**config.mk**
```make
export PLATFORM = sky130hd
export DESIGN_NAME = vga_ctrl
export DESIGN_NICKNAME = d
export VERILOG_FILES = /design/src/rtl/vga_pkg.sv /design/src/rtl/vga_counter.sv /design/src/rtl/vga_ctrl.sv
export SDC_FILE = /design/constraint.sdc
export NUM_CORES = 1
export LEC_CHECK = 0
export ABC_AREA = 1
export CORE_MARGIN = 2
export CORE_UTILIZATION = 46
export CTS_CLUSTER_SIZE = 24
export DETAILED_ROUTE_END_ITERATION = 8
export GPL_TIMING_DRIVEN = 0
export PLACE_DENSITY = 0.89
export REMOVE_ABC_BUFFERS = 1
export SYNTH_ARGS = -nofsm -noshare
export SYNTH_HDL_FRONTEND = slang
export SYNTH_HIERARCHICAL = 1
export SYNTH_SLANG_ARGS = --single-unit
```
**constraint.sdc**
```tcl
create_clock -name pclk -period 2 [get_ports pclk]
set_input_delay 0.2 -clock pclk [delete_from_list [all_inputs] [get_ports pclk]]
set_output_delay 0.2 -clock pclk [all_outputs]
set_load 0.01 [all_outputs]
```
**src/rtl/vga_pkg.sv**
```systemverilog
// Shared VGA timing constants (640x480 @ 60 Hz defaults) and common types for
// the controller and its counters.
package vga_pkg;

  localparam int unsigned CNT_W = 10;

  localparam int unsigned VGA_H_SYNC         = 96;
  localparam int unsigned VGA_H_ACTIVE_START = 144;
  localparam int unsigned VGA_H_ACTIVE_END   = 784;
  localparam int unsigned VGA_H_TOTAL        = 800;
  localparam int unsigned VGA_V_SYNC         = 2;
  localparam int unsigned VGA_V_ACTIVE_START = 35;
  localparam int unsigned VGA_V_ACTIVE_END   = 515;
  localparam int unsigned VGA_V_TOTAL        = 525;

  typedef logic [CNT_W-1:0] cnt_t;

  typedef struct packed {
    logic [7:0] r;
    logic [7:0] g;
    logic [7:0] b;
  } rgb_t;

endpackage

```
**src/rtl/vga_counter.sv**
```systemverilog
// Wrap counter: counts 0..LIMIT-1 while enabled, flagging the wrapping cycle
// so a second counter can be chained off it.
module vga_counter
  import vga_pkg::*;
#(
  parameter int unsigned LIMIT = VGA_H_TOTAL
) (
  input  logic pclk,
  input  logic reset,
  input  logic en_i,
  output cnt_t cnt_o,
  output logic wrap_o
);

  localparam cnt_t LAST = cnt_t'(LIMIT - 1);

  cnt_t cnt_q;
  cnt_t cnt_d;

  assign wrap_o = en_i && (cnt_q == LAST);

  always_comb begin
    cnt_d = cnt_q;
    if (wrap_o) begin
      cnt_d = '0;
    end else if (en_i) begin
      cnt_d = cnt_q + cnt_t'(1);
    end
  end

  // NOTE: state registers use non-blocking assignments so every flop samples
  // the pre-edge value of its neighbours, independent of block ordering.
  always_ff @(posedge pclk or posedge reset) begin
    if (reset) begin
      cnt_q <= '0;
    end else begin
      cnt_q <= cnt_d;
    end
  end

  assign cnt_o = cnt_q;

endmodule

```
**src/rtl/vga_ctrl.sv**
```systemverilog
// VGA timing generator: chained horizontal/vertical counters with purely
// combinational sync, blanking, address and colour decode.
module vga_ctrl
  import vga_pkg::*;
#(
  parameter int unsigned H_SYNC         = VGA_H_SYNC,
  parameter int unsigned H_ACTIVE_START = VGA_H_ACTIVE_START,
  parameter int unsigned H_ACTIVE_END   = VGA_H_ACTIVE_END,
  parameter int unsigned H_TOTAL        = VGA_H_TOTAL,
  parameter int unsigned V_SYNC         = VGA_V_SYNC,
  parameter int unsigned V_ACTIVE_START = VGA_V_ACTIVE_START,
  parameter int unsigned V_ACTIVE_END   = VGA_V_ACTIVE_END,
  parameter int unsigned V_TOTAL        = VGA_V_TOTAL
) (
  input  logic        pclk,
  input  logic        reset,
  input  logic [23:0] vga_data,
  output logic [9:0]  h_addr,
  output logic [9:0]  v_addr,
  output logic        hsync,
  output logic        vsync,
  output logic        valid,
  output logic [7:0]  vga_r,
  output logic [7:0]  vga_g,
  output logic [7:0]  vga_b
);

  cnt_t h_cnt;
  cnt_t v_cnt;
  logic h_wrap;
  logic unused_v_wrap;
  logic h_valid;
  logic v_valid;
  rgb_t pix;

  vga_counter #(.LIMIT(H_TOTAL)) u_h_cnt (
    .pclk   (pclk),
    .reset  (reset),
    .en_i   (1'b1),
    .cnt_o  (h_cnt),
    .wrap_o (h_wrap)
  );

  // The vertical counter advances only on the last pixel of each line.
  vga_counter #(.LIMIT(V_TOTAL)) u_v_cnt (
    .pclk   (pclk),
    .reset  (reset),
    .en_i   (h_wrap),
    .cnt_o  (v_cnt),
    .wrap_o (unused_v_wrap)
  );

  assign hsync   = (h_cnt >= cnt_t'(H_SYNC));
  assign vsync   = (v_cnt >= cnt_t'(V_SYNC));
  assign h_valid = (h_cnt >= cnt_t'(H_ACTIVE_START)) && (h_cnt < cnt_t'(H_ACTIVE_END));
  assign v_valid = (v_cnt >= cnt_t'(V_ACTIVE_START)) && (v_cnt < cnt_t'(V_ACTIVE_END));
  assign valid   = h_valid && v_valid;

  // Subtraction is gated by the region test, so it can never underflow.
  assign h_addr = h_valid ? (h_cnt - cnt_t'(H_ACTIVE_START)) : '0;
  assign v_addr = v_valid ? (v_cnt - cnt_t'(V_ACTIVE_START)) : '0;

  assign pix   = vga_data;
  assign vga_r = valid ? pix.r : 8'h00;
  assign vga_g = valid ? pix.g : 8'h00;
  assign vga_b = valid ? pix.b : 8'h00;

endmodule

```
After elaboration in Yosys (flattened, before gate mapping) --
Cells that the tools add are included.
Storage, ports and cells: bits in registers 20, input bits 26, output and inout bits 47, word-level logic and storage cells 27
Cells by class: add/subtract/negate cells 4, order comparisons 6, eq/ne operators 2, multiplexer cells 8, reductions and logical operators 5
Operators by type and width (number):
- 10-bit 2-to-1 mux | 5
- 8-bit 2-to-1 mux | 3
- 10-bit by 1-bit adder with 10-bit output (second input constant) | 2
- 10-bit equality test (second input constant) | 2
- 10-bit < comparator (second input constant) | 2
- 10-bit by 2-bit greater-or-equal comparator with 1-bit output (second input constant) | 1
- 10-bit by 6-bit greater-or-equal comparator with 1-bit output (second input constant) | 1
- 10-bit by 7-bit greater-or-equal comparator with 1-bit output (second input constant) | 1
- 10-bit by 8-bit greater-or-equal comparator with 1-bit output (second input constant) | 1
- 10-bit by 6-bit subtractor with 10-bit output (second input constant) | 1
- 10-bit by 8-bit subtractor with 10-bit output (second input constant) | 1
- 1-bit logical AND | 4
- 2-bit nonzero test | 1

Logic depth before layout (Yosys ltp) --
depth after elaboration 4, mapped depth 12, depth with buffers taken out 11

By module --
Netlist, hierarchy kept.
By module, submodules not included:
- vga_ctrl | times used 1, cells each 163, area an instance 948.4 um^2
- vga_counter at u_v_cnt | times used 1, cells each 92, area an instance 644.4 um^2
- vga_counter at u_h_cnt | times used 1, cells each 70, area an instance 573.0 um^2

Worst setup path before layout --
Ideal clock, no wire load.
path kind register to output, start register u_h_cnt.cnt_q[4], in the netlist u_h_cnt/cnt_o[4], end output h_addr[6], data arrival time 1498 ps, required time 1800 ps, path slack 302 ps, stages on the path, launching flop included 9, cell sequence dfrtp_1 -> inv_1 -> ha_1 -> nand2_1 -> a21oi_1 -> nand2_1 -> nand2_2 -> buf_4 -> a21oi_1
On the way: longest elaborated chain between the ends 3, elaborated cells between the ends (all ways) 5, classes of those cells 1 x add/sub; 2 x order compare; 1 x mux; 1 x reduce/logical
Ends and longest elaborated chain:
- start: declaration | RTL line vga_counter.sv:17 | cnt_t cnt_q;
- start signal: assignment | RTL line vga_counter.sv:37 | cnt_q <= cnt_d;
- 10-bit by 8-bit greater-or-equal comparator with 1-bit output / 10-bit < comparator (equally long branches) | RTL line vga_ctrl.sv:55 | assign h_valid = (h_cnt >= cnt_t'(H_ACTIVE_START)) && (h_cnt < cnt_t'(H_ACTIVE_END));
- 1-bit logical AND | RTL line vga_ctrl.sv:55
- 10-bit 2-to-1 mux * | RTL line vga_ctrl.sv:60 | assign h_addr = h_valid ? (h_cnt - cnt_t'(H_ACTIVE_START)) : '0;
- end: declaration | RTL line vga_ctrl.sv:18 | output logic [9:0] h_addr,
Every way passes the cells marked *; elsewhere a longest branch is shown, timed or not.

Worst setup path after layout --
start register u_h_cnt.cnt_q[8], in the netlist u_h_cnt/cnt_o[8], end output vga_b[0]
On the way: longest elaborated chain between the ends 4, elaborated cells between the ends (all ways) 5, classes of those cells 2 x order compare; 1 x mux; 2 x reduce/logical
Ends and longest elaborated chain:
- 10-bit by 8-bit greater-or-equal comparator with 1-bit output / 10-bit < comparator (equally long branches) | RTL line vga_ctrl.sv:55
- 1-bit logical AND * | RTL line vga_ctrl.sv:55
- 1-bit logical AND * | RTL line vga_ctrl.sv:57 | assign valid = h_valid && v_valid;
- 8-bit 2-to-1 mux * | RTL line vga_ctrl.sv:66 | assign vga_b = valid ? pix.b : 8'h00;
- end: declaration | RTL line vga_ctrl.sv:25 | output logic [7:0] vga_b
Marked as above.

==> qor.csv <==
metric,value,unit
cts_hold_buffers,0,
detailroute.via_count,3008,
p_int,1.108,mW
first_pass_iters,6,
synth-seq-area-share,23.11,%
area_growth_syn_to_layout,60.95,%
end_of_flow_core_utilization,78.43,%
power.ir.vdd_worst,0.0006189,V
finalCritPeriodShare,110.6,%
power_density_relative_to_cell_area,540.1,mW/mm^2
route.detailed.vias_per_inst,6.126,
hold_viol,0,
final-max-slew-violation-count,0,
design.die.area,0.005273,mm^2
share_seq_of_total_power,28.3,%
synthesis.area_per_instance,6.664,um^2
maxClockFrequency,452.2,MHz
postRouteAntennaNets,0,
yosysUniqueCellTypes,29,
p_leak,1.830,nW
yosysWarningCount,6,
start_util,48.73,%
rsz0062_at_grt,yes,
power.share.combinational,57.3,%
tritoncts_clock_tree,yes,
core_area,0.004444,mm^2
master_cell_of_the_clock_root_buffer,clkbuf_8,
p_sw_share,41.14,%
max_cap_viols,0,
hp-class,input port to asynchronous set/reset pin,
end_kind,primary output,
chipWidth,72.62,um
num_io_pins,73,
dp_hpwl,3974,um
route.detailed.drc,0,
die_y,72.62,um
wl_per_cell,21.01,um
outcome,"complete, but fails checks",
clk_pin_slew_worst_paths,0.07,ns
global_route_wire_length_before_repair,12310,um
count_of_standard_cell_rows,24,
pre_cts_ws,-0.7589,ns
finalNetCount,475,
final.setup.worst_slack,-0.2112,ns
crit_path_max_fanout,6,
switchingPower,0.7745,mW
hold-worst-slack,0.2414,ns
finalWeightedCongestion,0.8527,
violations,negative setup slack,
crit_arrival,2.01,ns
clock_latency_at_the_later_pin_of_the_worst_skew_pair,0.26,ns
grt_max_degree,12,
postSynthCellCount,325,
pwr-share-clk,14.5,%
finalWirelength,10320,um
final.min_clock_period,2.211,ns
synth_seq_cells,20,
post_route_cells_drive_above_1_share,42.37,%
numCtsBuffers,3,
timing.setup.critical_path_class,flop to primary output,
global_route.usage.total,29.49,%
worst_ep_required_time,1.80,ns
synthesis.area,0.002166,mm^2
drt-initial-drc-count,399,
diodes_inserted,0,
port_buffers,72,
timing.critical_path.from_type,flop,
setup_violations,39,
h-tree-depth,1,
clock-sinks,20,
grt_antenna_before_repair,0,
grt_pass1_vias,2603,
globalRouteOverflowTotal,0,
fin_skew,0.003901,ns
cts_buffer_depth,2,
[critical path, stage by stage, from the launching register on]
cell     delay (ns)
dfrtp_1        0.50
inv_1          0.21
nand2_1        0.21
a21oi_4        0.06
nand2_4        0.13
nand2_8        0.10
buf_12         0.16
nor3_4         0.19
buf_2          0.19
[area by class of cell]
cell class                      instances  area [um^2]
Clock buffer                            3        41.29
Inverter                               69        264.0
Multi-Input combinational cell        231         1650
Tap cell                               52        65.06
Sequential cell                        20        518.0
Timing Repair Buffer                  116        947.2
Fill cell                             230        958.4
[through the flow]
stage          setup TNS [ns]  area [um^2]  std cells  power [mW]
2_1_floorplan        -0.05195         2067        315      0.9154
3_3_place_gp           -23.21         2853        439       1.235
5_1_grt                -7.667         3486        491       1.971
3_5_place_dp           -26.01         2853        439       1.269
6_report               -5.184         3486        491       1.883
4_1_cts                -1.768         3291        481       1.566
[routing by layer]
metal  vias to the layer above  share of wire [%]  GRT usage [%]
li1                       1232                  -              -
met1                      1349                 33          31.72
met2                       311                 45          53.64
met3                       116                 13          6.492
met4                         0                8.2          15.23
met5                         -                  0              0
[cells by family after synthesis]
group                    after synthesis  share of synthesized area (%)
buffers and inverters                 79                          16.52
AO/OA/AOI/OAI                         12                          3.697
other                                  1                         0.1731
AND/OR/NAND/NOR                      195                          47.83
adder cells (fa/ha/maj)                8                          4.622
XOR/XNOR                              10                          4.044
flip-flops                            20                          23.11
[cell usage after synthesis]
cell type	number	area, um^2
dfrtp_1	20	500.5
xor2_1	7	61.31
buf_4	2	15.01
a21oi_2	1	8.760
a21oi_1	8	40.04
nor3_2	24	240.2
nand2_1	70	262.8
nand2_2	5	31.28
o21bai_1	1	7.510
nand2_4	1	11.26
o21ai_0	1	5.000
inv_2	2	7.510
xnor2_1	3	26.28
nor2_2	4	25.02
nand3_1	22	110.1
nand3_2	6	60.06
nor2_4	3	33.78
o21bai_4	1	18.77
inv_1	67	251.5
buf_6	7	78.83
nor3b_1	1	7.510
nor3_1	5	25.02
nor2_1	48	180.2
conb_1	1	3.750
nand3_4	1	17.52
or2_2	1	6.260
buf_2	1	5.000
nand4_1	4	25.02
ha_1	8	100.1
[placed cells by master, fill, tap and decap left out, types with 6 or more instances in the layout]
cell type / Yosys / final
nand2_1: 70 / 65
inv_1: 67 / 62
nor2_1: 48 / 41
buf_4: 2 / 34
buf_2: 1 / 32
clkdlybuf4s50_1: 0 / 25
nand3_1: 22 / 19
nor3_2: 24 / 15
dfrtp_2: 0 / 14
nor3_4: 0 / 12
clkbuf_2: 0 / 9
nor2_2: 4 / 8
nand3_2: 6 / 7
xor2_1: 7 / 7
nand2_4: 1 / 6
nor2_4: 3 / 6
a21oi_1: 8 / 6
dfrtp_1: 20 / 6
[registers in the layout, summed over array words and instances (netlist names)]
signal         count
u_v_cnt/cnt_o     10
u_h_cnt/cnt_o     10
[repair_timing]
action	in CTS	in global routing
buffers inserted	34	9
resized for setup	169	84
hold endpoints to repair	0	0
pin swaps	11	17
setup endpoints to repair	47	55
gates cloned	5	1
[path summary, 6_finish.rpt]
check	from	cells past startpoint	endpoint	slack, ns
max	u_h_cnt/cnt_o[8]$_DFFE_PP0P_	8	vga_b[0]	-0.21
min	reset	2	u_h_cnt/cnt_o[9]$_DFFE_PP0P_	0.24
max reg2reg	u_h_cnt/cnt_o[0]$_DFFE_PP0P_	9	u_v_cnt/cnt_o[5]$_DFFE_PP0P_	0.07
min reg2reg	u_v_cnt/cnt_o[9]$_DFFE_PP0P_	2	u_v_cnt/cnt_o[9]$_DFFE_PP0P_	0.63
max in group asynchronous	reset	2	u_v_cnt/cnt_o[1]$_DFFE_PP0P_	1.43
min in group pclk	u_v_cnt/cnt_o[9]$_DFFE_PP0P_	2	u_v_cnt/cnt_o[9]$_DFFE_PP0P_	0.63
[power by group through the flow]
stage	Sequential, mW	Combinational, mW	Clock (mW)
6_report	0.532	1.08	0.272
5_1_grt	0.534	1.14	0.294
4_1_cts	0.528	0.765	0.273
3_5_place_dp	0.567	0.703	0
3_3_place_gp	0.558	0.678	0
2_1_floorplan	0.540	0.375	0
Power figures use the tool's default switching activity.
